==> src/rtl/mem_access_unit_if.sv <==
// Data-memory bus between the load/store stage and the data memory.
// master: the load/store unit (drives request, write enable, address, write data).
// slave:  the data memory (drives completion and read data).
interface mem_access_unit_if #(
    parameter int unsigned DATA_W = 32
) ();
    logic              dm_req;
    logic              dm_we;
    logic [DATA_W-1:0] dm_addr;
    logic [DATA_W-1:0] dm_wdata;
    logic              dm_ack;
    logic [DATA_W-1:0] dm_rdata;

    modport master (
        output dm_req,
        output dm_we,
        output dm_addr,
        output dm_wdata,
        input  dm_ack,
        input  dm_rdata
    );

    modport slave (
        input  dm_req,
        input  dm_we,
        input  dm_addr,
        input  dm_wdata,
        output dm_ack,
        output dm_rdata
    );
endinterface

==> src/rtl/mem_access_unit.sv <==
// Load/store stage sitting directly after the ALU. Runs one data-memory transaction per accepted
// enable_mem over a req/ack handshake, returns load data to writeback and flags address faults
// and memory timeouts.
// Build option: define MAU_ALIGN_CHECK_EN to fault on word-misaligned addresses (code 01).
// Without it, the low two address bits are simply dropped.
module mem_access_unit #(
    parameter int unsigned DATA_W  = 32,
    parameter int unsigned TIMEOUT = 15,
    parameter int unsigned CNT_W   = 8
) (
    input  logic                      clk,
    input  logic                      reset,
    input  logic                      enable_mem,
    input  logic                      is_load,
    input  logic                      is_store,
    input  logic [DATA_W-1:0]         alu_result,
    input  logic                      alu_overflow,
    input  logic [DATA_W-1:0]         store_data,
    mem_access_unit_if.master         dm,
    output logic [DATA_W-1:0]         load_data,
    output logic                      mem_done,
    output logic                      load_valid,
    output logic                      mem_busy,
    output logic                      mem_fault,
    output logic [1:0]                fault_code
);

    typedef enum logic [1:0] {
        StIdle,
        StReq,
        StDone,
        StFault
    } state_e;

    localparam logic [1:0] FaultIllegal  = 2'b00;
    localparam logic [1:0] FaultMisalign = 2'b01;
    localparam logic [1:0] FaultOverflow = 2'b10;
    localparam logic [1:0] FaultTimeout  = 2'b11;

    // Last REQ cycle allowed to wait for dm_ack.
    localparam logic [CNT_W-1:0] CntMax = CNT_W'(TIMEOUT - 1);

    // Word-aligned view of the effective address.
    localparam logic [DATA_W-1:0] AddrMask = {{(DATA_W - 2){1'b1}}, 2'b00};

    state_e              state_q, state_d;
    logic [DATA_W-1:0]   addr_q, addr_d;
    logic [DATA_W-1:0]   wdata_q, wdata_d;
    logic                we_q, we_d;
    logic [CNT_W-1:0]    cnt_q, cnt_d;
    logic [DATA_W-1:0]   load_data_q, load_data_d;
    logic [1:0]          fault_code_q, fault_code_d;
    logic                misaligned;

`ifdef MAU_ALIGN_CHECK_EN
    assign misaligned = (alu_result[1:0] != 2'b00);
`else
    assign misaligned = 1'b0;
`endif

    // State and datapath registers; reset clears everything, dropping dm_req immediately.
    always_ff @(posedge clk or negedge reset) begin
        if (!reset) begin
            state_q      <= StIdle;
            addr_q       <= '0;
            wdata_q      <= '0;
            we_q         <= 1'b0;
            cnt_q        <= '0;
            load_data_q  <= '0;
            fault_code_q <= 2'b00;
        end else begin
            state_q      <= state_d;
            addr_q       <= addr_d;
            wdata_q      <= wdata_d;
            we_q         <= we_d;
            cnt_q        <= cnt_d;
            load_data_q  <= load_data_d;
            fault_code_q <= fault_code_d;
        end
    end

    // Next-state logic: accept/classify in IDLE, wait for ack or timeout in REQ.
    always_comb begin
        state_d      = state_q;
        addr_d       = addr_q;
        wdata_d      = wdata_q;
        we_d         = we_q;
        cnt_d        = cnt_q;
        load_data_d  = load_data_q;
        fault_code_d = fault_code_q;

        unique case (state_q)
            StIdle: begin
                // enable_mem with no access type is not an instruction for us.
                if (enable_mem && (is_load || is_store)) begin
                    if (is_load && is_store) begin
                        fault_code_d = FaultIllegal;
                        state_d      = StFault;
                    end else if (alu_overflow) begin
                        fault_code_d = FaultOverflow;
                        state_d      = StFault;
                    end else if (misaligned) begin
                        fault_code_d = FaultMisalign;
                        state_d      = StFault;
                    end else begin
                        addr_d  = alu_result & AddrMask;
                        wdata_d = store_data;
                        we_d    = is_store;
                        cnt_d   = '0;
                        state_d = StReq;
                    end
                end
            end

            StReq: begin
                if (dm.dm_ack) begin
                    // A read is the only case that updates the load result.
                    if (!we_q) begin
                        load_data_d = dm.dm_rdata;
                    end
                    state_d = StDone;
                end else if (cnt_q == CntMax) begin
                    fault_code_d = FaultTimeout;
                    state_d      = StFault;
                end else begin
                    cnt_d = cnt_q + CNT_W'(1);
                end
            end

            StDone: begin
                state_d = StIdle;
            end

            StFault: begin
                state_d = StIdle;
            end

            default: begin
                state_d = StIdle;
            end
        endcase
    end

    // Outputs decoded from state; bus fields read as zero outside REQ.
    always_comb begin
        dm.dm_req   = (state_q == StReq);
        dm.dm_we    = dm.dm_req ? we_q : 1'b0;
        dm.dm_addr  = dm.dm_req ? addr_q : '0;
        dm.dm_wdata = dm.dm_req ? wdata_q : '0;
        mem_done    = (state_q == StDone);
        load_valid  = mem_done && !we_q;
        mem_busy    = (state_q != StIdle);
        mem_fault   = (state_q == StFault);
        fault_code  = mem_fault ? fault_code_q : 2'b00;
        load_data   = load_data_q;
    end

endmodule

==> src/flat_wrapper.sv <==
// flat-port wrapper written by rule: the top's interface ports become plain ports
module mem_access_unit_flat 
#(
    parameter int unsigned DATA_W  = 32,
    parameter int unsigned TIMEOUT = 15,
    parameter int unsigned CNT_W   = 8
)
  (clk, reset, enable_mem, is_load, is_store, alu_result, alu_overflow, store_data, load_data, mem_done, load_valid, mem_busy, mem_fault, fault_code, dm_dm_req, dm_dm_we, dm_dm_addr, dm_dm_wdata, dm_dm_ack, dm_dm_rdata);
  mem_access_unit_if #(.DATA_W(DATA_W)) dm_i ();
  input  logic clk;
  input  logic reset;
  input  logic enable_mem;
  input  logic is_load;
  input  logic is_store;
  input  logic [DATA_W-1:0] alu_result;
  input  logic alu_overflow;
  input  logic [DATA_W-1:0] store_data;
  output logic [DATA_W-1:0] load_data;
  output logic mem_done;
  output logic load_valid;
  output logic mem_busy;
  output logic mem_fault;
  output logic [1:0] fault_code;
  output wire logic [$bits(dm_i.dm_req)-1:0] dm_dm_req;
  output wire logic [$bits(dm_i.dm_we)-1:0] dm_dm_we;
  output wire logic [$bits(dm_i.dm_addr)-1:0] dm_dm_addr;
  output wire logic [$bits(dm_i.dm_wdata)-1:0] dm_dm_wdata;
  input wire logic [$bits(dm_i.dm_ack)-1:0] dm_dm_ack;
  input wire logic [$bits(dm_i.dm_rdata)-1:0] dm_dm_rdata;
  assign dm_dm_req = dm_i.dm_req;
  assign dm_dm_we = dm_i.dm_we;
  assign dm_dm_addr = dm_i.dm_addr;
  assign dm_dm_wdata = dm_i.dm_wdata;
  assign dm_i.dm_ack = dm_dm_ack;
  assign dm_i.dm_rdata = dm_dm_rdata;
  mem_access_unit #(.DATA_W(DATA_W), .TIMEOUT(TIMEOUT), .CNT_W(CNT_W)) u_core (.clk(clk), .reset(reset), .enable_mem(enable_mem), .is_load(is_load), .is_store(is_store), .alu_result(alu_result), .alu_overflow(alu_overflow), .store_data(store_data), .dm(dm_i), .load_data(load_data), .mem_done(mem_done), .load_valid(load_valid), .mem_busy(mem_busy), .mem_fault(mem_fault), .fault_code(fault_code));
endmodule
==> config.mk <==
export PLATFORM = sky130hd
export DESIGN_NAME = mem_access_unit_flat
export DESIGN_NICKNAME = d
export VERILOG_FILES = /design/src/rtl/mem_access_unit_if.sv /design/src/rtl/mem_access_unit.sv /design/src/flat_wrapper.sv
export SDC_FILE = /design/constraint.sdc
export NUM_CORES = 1
export LEC_CHECK = 0
export ABC_CLOCK_PERIOD_IN_PS = 2100
export CORE_AREA = 4 4 111 113
export CTS_BUF_LIST = sky130_fd_sc_hd__clkbuf_16
export CTS_CLUSTER_SIZE = 30
export DETAILED_ROUTE_END_ITERATION = 10
export DIE_AREA = 0 0 115 117
export GPL_TIMING_DRIVEN = 0
export PLACE_DENSITY = 0.79
export SYNTH_ARGS = -nofsm -noshare
export SYNTH_HDL_FRONTEND = slang
export SYNTH_SLANG_ARGS = --single-unit
==> constraint.sdc <==
create_clock -name clk -period 2.1 [get_ports clk]
set_input_delay 0.21 -clock clk [delete_from_list [all_inputs] [get_ports clk]]
set_output_delay 0.21 -clock clk [all_outputs]
set_load 0.01 [all_outputs]
# --- Word level (Yosys, flattened, before mapping) ---
# Index checks and enable logic that the tools add are counted.
totals:
  out_inout_bits: 104
  input_bits: 103
  reg_bits: 107
  wordCells: 58
classes:
  reduce_logical: 14
  muxes: 21
  n_bitwise: 3
  n_addsub: 1
  n_eq_ne: 12
ops:
  columns: ["operator", "count"]
  rows:
  - ["$mux W32", 2]
  - ["$mux W8", 5]
  - ["$mux W2", 10]
  - ["$pmux W8 S2", 1]
  - ["$add A8 B1 Y8 const B", 1]
  - ["$eq A8 B4 Y1 const B", 1]
  - ["$ne A2 B2 Y1 const B", 4]
  - ["$pmux W2 S3", 1]
  - ["$reduce_and A6 Y1", 1]
  - ["$reduce_and A5 Y1", 1]
  - ["$eq A2 B2 Y1 const B", 2]
  - ["$ne A2 B1 Y1 const B", 2]
  - ["$pmux W2 S2", 1]
  - ["$reduce_and A4 Y1", 1]
  - ["$reduce_bool A2 Y1", 2]
  - ["$logic_and A1 B1 Y1", 3]
  - ["$ne A3 B1 Y1 const B", 1]
  - ["$ne A3 B2 Y1 const B", 1]
  - ["$not A1 Y1", 3]
  - ["$reduce_and A3 Y1", 1]
  - ["$eq A2 B1 Y1 const B", 1]
  - ["$logic_not A2 Y1", 1]
  - ["$reduce_and A2 Y1", 1]
  - ["$reduce_or A2 Y1", 1]
  - ["3 further kinds", 3]

# --- Logic depth before layout (Yosys ltp) ---
# Gate-level depths: netlist of the first run.
logic_depth:
  word_depth: 4
  ltp_mapped: 6
  mapped_depth_nobuf: 6

# --- Worst setup path after synthesis of the first run ---
# OpenSTA, ideal clock, no wires.
synth_path:
  path_type: "flip-flop to flip-flop"
  startpoint: "register u_core.cnt_q[0]"
  endpoint: "register u_core.cnt_q[5]"
  arrival_time_ps: 1725
  stages_incl_launch_ff: 7
  setup_slack_ps: 251
  required_time_ps: 1976
  n_path_buf: 0
  setup_time_ps: 124
  synth_period_minus_slack_ps: 1849
  path_cell_list: "dfrtp_1 > inv_1 > ha_1 > or4b_4 > o21a_4 > and3_1 > a211o_1"
synth_via:
  elab_chain_len: 4
  elab_cells_between_ends: 7
  cone_classes: "1 x add/sub; 2 x eq/ne; 3 x mux; 1 x reduce/logical"
synth_lines:
  columns: ["element", "line", "source"]
  rows:
  - ["start: declaration", "mem_access_unit.sv:50", "logic [CNT_W-1:0] cnt_q, cnt_d;"]
  - ["start signal: assignment", "mem_access_unit.sv:76", "cnt_q <= cnt_d;"]
  - ["$add A8 B1 Y8", "mem_access_unit.sv:126", "cnt_d = cnt_q + CNT_W'(1);"]
  - ["$mux W8", "mem_access_unit.sv:122", "end else if (cnt_q == CntMax) begin"]
  - ["$mux W8", "mem_access_unit.sv:116", "if (dm.dm_ack) begin"]
  - ["$pmux W8 S2", "mem_access_unit.sv:92", "unique case (state_q)"]
# Parallel ways exist; a longest one is shown, timed or not. The select of a mux whose other input is x is not followed.
# A chain may end at the register's enable or synchronous reset.

# --- Final worst setup path of the first run ---
layout_path:
  startpoint: "register u_core.state_q[0]"
  endpoint: "output dm_dm_addr[15]"
layout_via:
  elab_chain_len: 2
layout_lines:
  columns: ["element", "line", "source"]
  rows:
  - ["start: declaration", "mem_access_unit.sv:46", "state_e state_q, state_d;"]
  - ["start signal: assignment", "mem_access_unit.sv:64", "state_q <= StIdle;"]
  - ["start signal: assignment", "mem_access_unit.sv:72", "state_q <= state_d;"]
  - ["$eq A2 B1 Y1", "mem_access_unit.sv:146", "dm.dm_req = (state_q == StReq);"]
  - ["$mux W32", "mem_access_unit.sv:148", "dm.dm_addr = dm.dm_req ? addr_q : '0;"]
  - ["end: declaration", "flat_wrapper.sv:26", "output wire logic [$bits(dm_i.dm_addr)-1:0] dm_dm_addr;"]
# Every way passes these cells.

==> reports/qor.txt, run 1 <==
Mean Syn Cell Area = 13.53 um^2
Layout Nets = 673
Post-Syn Area = 4708 um^2
CP endpoint kind = output port
Synth top cells by count = 107 x dfrtp_1, 94 x mux2_2, 64 x and2_1
RePlAce Congestion = 0.7461
Clock Pin Slew Worst Setup and Hold Paths = 0.07 ns
Worst IR drop on VDD = 0.7868 mV
Fmax = 0.4906 GHz
Clock root buffer = clkbuf_16
Post-route ant nets = 0
Sequential area share after synthesis = 0.5687
Initial antenna violation count = 0
Post-place instance area = 6938 um^2
Synth area leader = dfrtp_1
Placed Cells = 695
Fin crit period = 2.038 ns
Final clock skew = 0.005542 ns
Most frequent CP cell = clkbuf_8
First-pass GRT wire length = 19.84 mm
Vias in the first global route = 3905
H-tree Lvls = 3
Seq. cell area = 2678 um^2
Flop pwr share = 0.401
CTS Sinks = 107
Place WS = -0.5888 ns
Cell variety after synth = 43
Finished Cell Area = 7222 um^2
Worst Path Max Fanout = 10
Switching Share = 0.2953
Worst setup path class = flip-flop to output port
Share of the synthesized area in the top cell type = 0.5687
Layout cells sized above 1 = 0.3217
Non-Filler Instances = 715
Slew @ Worst Pin = 0.6598 ns
Core Box Area = 11320 um^2
Yosys Warn Count = 0
Share of total power in combinational logic = 0.404
Dpl hpwl = 9.526 mm
Slew HR = 0.5602
Max Cap Violations = 0
TNS Setup = 0 ns
Die area = 13460 um^2
Num ports = 207
Global Route Usage Sum = 0.1896
RSZ-0062 raised after global routing = true
Fin. Hold Viols = 0
Post-Route WL = 12.33 mm
Inserted Diodes = 0
WL per Instance = 17.25 um
DRT iter0 DRCs = 96
Async SR Flop Fraction = 1.000
DIE HEIGHT = 117 um
Count leader, synth = dfrtp_1
Cell internal pwr = 6.295 mW
Top cells by area, synth = dfrtp_1 57%, mux2_2 22%, and2_1 8.5%
CTS buffer count = 9
Final Cycle Share = 0.9707
Buf+Inv Stages, Crit Path = 4
Ys flop type = dfrtp_1
Status = finished, final reports clean
Pwr Total = 8.933 mW
Area growth syn-to-layout = 53.39%
Worst skew pair latency = 0.34 ns
Largest net degree at the start of global routing = 60
Fillcell total = 870
Critical Path, Cell by Cell = buf_6 > and2b_2 > clkbuf_8 > clkbuf_8 > and2_1 > clkdlybuf4s15_2
Worst hold margin = 0.4490 ns
DIE WIDTH = 115 um
Slew Limit Fails = 0
Sw power = 2.637 mW
# DRC = 0
Reg2Reg Setup Slack = 0.12 ns
Worst EP arrival = 1.83 ns
Row cnt = 39
Worst setup margin = 0.06159 ns
Critical path's slowest cell = dfrtp_1
Vias/cell = 4.859
Yosys reg bits = 107
Clock tree buffer depth = 2
Starting Density = 0.4159
Crit path max-delay family = buffers and inverters
Routed via count = 3474
Port bufs = 202
Total gr overflow = 0
Leakage Power = 3.251 nW
PD cells = 1237 nW/um^2
Critical path launch point type = flip-flop
Post-layout util = 0.6379
Multi-input logic area = 1927 um^2
Final Setup Violations = 0
HP Class = primary input to asynchronous set/reset pin
Synth Instances = 348
CTS tree = built
Clock share of power = 0.196
Largest stage delay, worst path = 0.39 ns
DRT Pass-1 Iters = 4
Required time worst endpoint = 1.89 ns
Post-synth EDFFs = 0
[area by class of cell]
type | count | area share
buffer | 21 | 0.02755
clock buffer | 9 | 0.03119
clock inverter | 6 | 0.01143
inverter | 1 | 0.0005198
multi-input combinational | 220 | 0.2668
sequential | 107 | 0.3708
tap | 143 | 0.02477
timing repair buffer | 208 | 0.2670
[power groups by stage]
stage	registers [mW]	logic, mW	clock network, mW
after floorplan	3.62	1.71	0
after global placement	3.54	3.62	0
after detailed placement	3.62	3.73	0
after CTS	3.59	3.72	1.80
after global routing	3.73	3.93	1.88
final	3.58	3.61	1.75
[kinds of logic (layout without fill, tap and decap cells)]
family / Yosys count / count (layout) / share of synthesized area
AO/OA/AOI/OAI: 18 / 18 / 0.03189
adder cells (fa/ha/maj): 3 / 3 / 0.007440
other: 1 / 2 / 0.0007965
buffers and inverters: 22 / 245 / 0.02578
XOR/XNOR: 1 / 1 / 0.001861
multiplexers: 97 / 97 / 0.2317
AND/OR/NAND/NOR: 99 / 99 / 0.1318
flip-flops: 107 / 107 / 0.5687
[metal layers]
| layer | GRT usage | wire length, um | up-vias | share of wire |
|---|---|---|---|---|
| li1 | - | - | 1641 | - |
| met1 | 0.2121 | 4491 | 1684 | 0.36 |
| met2 | 0.3283 | 6352 | 134 | 0.52 |
| met3 | 0.07815 | 1276 | 15 | 0.10 |
| met4 | 0.06495 | 210 | 0 | 0.017 |
| met5 | 0 | 0 | - | 0 |
[placed cells by master, fill, tap and decap left out, drive strengths merged, types with 3 or more instances in the layout]
cell type	n
a211o	3
and2	64
and3	6
buf	19
clkbuf	46
clkdlybuf4s15	14
clkdlybuf4s50	138
clkinv	3
dfrtp	107
dlygate4sd2	20
mux2	96
nand3	5
nor2	3
nor3	5
nor3b	3
o21a	3
[sequential cells by signal, indices dropped and copies added (netlist names)]
name / cells
u_core.load_data: 32
u_core.state_q: 2
u_core.wdata_q: 32
u_core.cnt_q: 8
u_core.fault_code_q: 2
u_core.addr_q: 30
u_core.we_q: 1
[final timing paths]
kind,startpoint,endpoint,cells past startpoint
hold reg to reg,u_core.load_data[1]$_DFFE_PN0P_,u_core.load_data[1]$_DFFE_PN0P_,1
max in group asynchronous,reset,u_core.wdata_q[21]$_DFFE_PN0P_,3
setup reg to reg,u_core.state_q[0]$_DFFE_PN0P_,u_core.load_data[7]$_DFFE_PN0P_,6
min in group clk,dm_dm_rdata[1],u_core.load_data[1]$_DFFE_PN0P_,2
hold / removal,reset,u_core.wdata_q[28]$_DFFE_PN0P_,2
setup / recovery,u_core.state_q[0]$_DFFE_PN0P_,dm_dm_addr[15],6
[worst register-to-register path: cells and delay by family, from the launching register on]
kind,cells,cell delay [ns]
buf+inv,2,0.44
mux,1,0.36
simple gates,3,0.71
flops,1,0.36
[what timing repair did]
item	in CTS	in global routing
hold buffers	1	0
gates cloned	1	0
endpoints found under the setup margin	93	79
setup buffers	3	0
pin swaps	0	0
hold endpoints to repair	48	0
resized for setup	138	36
Note: power is estimated with default switching activity, not from simulation.
==> inputs of run 2 (changes only) <==
CELL_PAD_IN_SITES_DETAIL_PLACEMENT = 0   (was unset)
CELL_PAD_IN_SITES_GLOBAL_PLACEMENT = 1   (was unset)
CORE_AREA = 4 4 125 127   (was 4 4 111 113)
DIE_AREA = 0 0 129 131   (was 0 0 115 117)
PLACE_DENSITY = unset   (was 0.79)
PLACE_DENSITY_LB_ADDON = 0.1   (was unset)
SETUP_SLACK_MARGIN = 0.05   (was unset)
==> run 2 against run 1 <==
  * Sequential cell count unchanged
  * Non-clock buffer count down 2
  * First-iteration DRC count down 7.3%
  * Register-to-register slack about the same
  * Total power down 1.2%
  * Sequential power about the same
  * Die area up 26%
  * Fmax up 1.6%
  * Clock skew down 0.00088 ns
  * Clock power down 8%
  * Critical path type unchanged
  * Largest power group unchanged
  * Highest routed layer is now met5
==> reports/qor.txt, run 2 (synthesized netlist as in run 1, its figures left out) <==
Post-Route WL = 12.79 mm (+3.7%)
Worst EP arrival = 1.80 ns (-0.03 ns)
DRT iter0 DRCs = 89 (-7.3%)
Core Box Area = 14420 um^2 (+27%)
First-pass GRT wire length = 20.05 mm (+1.0%)
Clock root buffer = clkbuf_16
CTS buffer count = 9 (unchanged)
Fin crit period = 2.006 ns (-0.03255 ns)
Critical path launch point type = flip-flop
Slew HR = 0.6377 (+0.07757)
Global Route Usage Sum = 0.1528 (-0.03674)
Most frequent cells in the layout = 137 x clkdlybuf4s50_1, 106 x dfrtp_1, 94 x mux2_2, 64 x and2_1, 22 x dlygate4sd2_1
Final clock skew = 0.004666 ns (-0.0008767 ns)
Largest net degree at the start of global routing = 77 (+28%)
Layout cells sized above 1 = 0.2930 (-0.02870)
Critical Path, Cell by Cell = buf_6 > and2b_4 > clkbuf_16 > clkbuf_8 > and2_1 > clkdlybuf4s15_2
Vias/cell = 4.638 (-4.5%)
Initial antenna violation count = 1 (+1)
Row cnt = 44 (+13%)
Worst IR drop on VDD = 0.5065 mV (-36%)
Num ports = 207 (unchanged)
Die area = 16900 um^2 (+26%)
Final Cycle Share = 0.9552 (-0.01550)
Layout Nets = 671 (-0.30%)
RePlAce Congestion = 0.7406 (-0.74%)
Largest stage delay, worst path = 0.40 ns (about the same)
WL per Instance = 16.96 um (-1.6%)
Pwr Total = 8.822 mW (-1.2%)
Clock tree buffer depth = 2 (unchanged)
Port bufs = 202 (unchanged)
Total gr overflow = 0 (unchanged)
Post-route ant nets = 0 (unchanged)
RSZ-0062 raised after global routing = true
PD cells = 1204 nW/um^2 (-2.7%)
DIE WIDTH = 129 um (+12%)
H-tree Lvls = 3 (unchanged)
Worst hold margin = 0.3074 ns (-0.1416 ns)
Worst setup path class = flip-flop to output port
Fmax = 0.4985 GHz (+1.6%)
HP Class = primary input to asynchronous set/reset pin
Slew @ Worst Pin = 0.5422 ns (-0.1175 ns)
Required time worst endpoint = 1.89 ns (about the same)
Worst Path Max Fanout = 10 (unchanged)
Critical path's slowest cell = dfrtp_1
Fillcell total = 1312 (+51%)
Starting Density = 0.3264 (-0.08947)
DRT Pass-1 Iters = 5 (+1)
Inserted Diodes = 0 (unchanged)
Buf+Inv Stages, Crit Path = 4 (unchanged)
Non-Filler Instances = 754 (+5.5%)
Slew Limit Fails = 0 (unchanged)
Status = finished, final reports clean
Routed via count = 3497 (+0.66%)
Worst setup margin = 0.09414 ns (+0.03255 ns)
TNS Setup = 0 ns (unchanged)
CTS Sinks = 107 (unchanged)
Leakage Power = 3.275 nW (+0.76%)
Final Setup Violations = 0 (unchanged)
CP endpoint kind = output port
Area growth syn-to-layout = 55.62%
Crit path max-delay family = buffers and inverters
Fin. Hold Viols = 0 (unchanged)
Vias in the first global route = 3865 (-1.0%)
# DRC = 0 (unchanged)
Clock Pin Slew Worst Setup and Hold Paths = 0.07 ns (about the same)
Max Cap Violations = 0 (unchanged)
DIE HEIGHT = 131 um (+12%)
Worst skew pair latency = 0.34 ns (about the same)
CTS tree = built
Dpl hpwl = 9.701 mm (+1.8%)
Place WS = -0.6676 ns (-0.07873 ns)
Commonest non-fill, non-tap cell in the layout = clkdlybuf4s50_1
Placed Cells = 736 (+5.9%)
-- run 2: metrics by stage --
step	util	cell area [um^2]
after floorplan	-	4712
after global placement	0.4828	6964
after detailed placement	0.4848	6993
after CTS	0.5095	7348
after global routing	0.5080	7327
final	0.5080	7327
-- run 2: report_power, final --
group,leakage (nW),total [mW],internal (mW),switching [mW]
registers,1.29,3.57,3.06,0.510
clock network,0.143,1.61,0.900,0.715
logic,1.84,3.64,2.25,1.39
-- run 2: repair_timing --
| item | CTS | global route |
|---|---|---|
| setup buffers | 1 | 0 |
| gates resized for setup | 157 | 16 |
| cloned | 1 | 0 |
| hold endpoints to repair | 31 | 0 |
| hold buffers | 1 | 0 |
| pin swaps | 0 | 0 |
| setup endpoints to repair | 135 | 82 |
-- run 2: worst paths after layout --
kind                                                  from                              end  cells past startpoint  slack (ns)
min reg2reg                u_core.load_data[1]$_DFFE_PN0P_  u_core.load_data[1]$_DFFE_PN0P_                      1        0.49
max reg2reg                    u_core.cnt_q[0]$_DFFE_PN0P_      u_core.cnt_q[7]$_DFFE_PN0P_                      6        0.12
max in group asynchronous                            reset      u_core.cnt_q[0]$_DFFE_PN0P_                      3        1.11
min in group clk                            dm_dm_rdata[1]  u_core.load_data[1]$_DFFE_PN0P_                      2        0.46
max                          u_core.state_q[0]$_DFFE_PN0P_                  dm_dm_wdata[30]                      6        0.09
min                                                  reset    u_core.state_q[0]$_DFFE_PN0P_                      2        0.31
-- run 2: area by class of cell --
class,count,area (um^2),share of cell area
Clock inverter,6,50.05,0.006831
Tap cell,184,230.2,0.03142
Multi-Input combinational cell,220,1933,0.2638
Buffer,21,209.0,0.02852
Clock buffer,9,225.2,0.03074
Sequential cell,107,2679,0.3656
Timing Repair Buffer,206,1997,0.2725
Inverter,1,3.754,0.0005123
-- run 2: layer usage --
metal / part of all wire / routed length (um) / up-vias / global-route usage
li1: - / - / 1636 / -
met1: 0.38 / 4876 / 1709 / 0.1698
met2: 0.49 / 6256 / 132 / 0.2506
met3: 0.11 / 1405 / 18 / 0.07642
met4: 0.019 / 238 / 2 / 0.06238
met5: 0.00094 / 12 / - / 0
-- run 2: worst register-to-register path: stages, from the launching register on --
cell,delay [ns]
dfrtp_2,0.45
inv_1,0.08
ha_1,0.14
or4b_4,0.50
o21a_4,0.27
and3_1,0.17
a211o_1,0.26
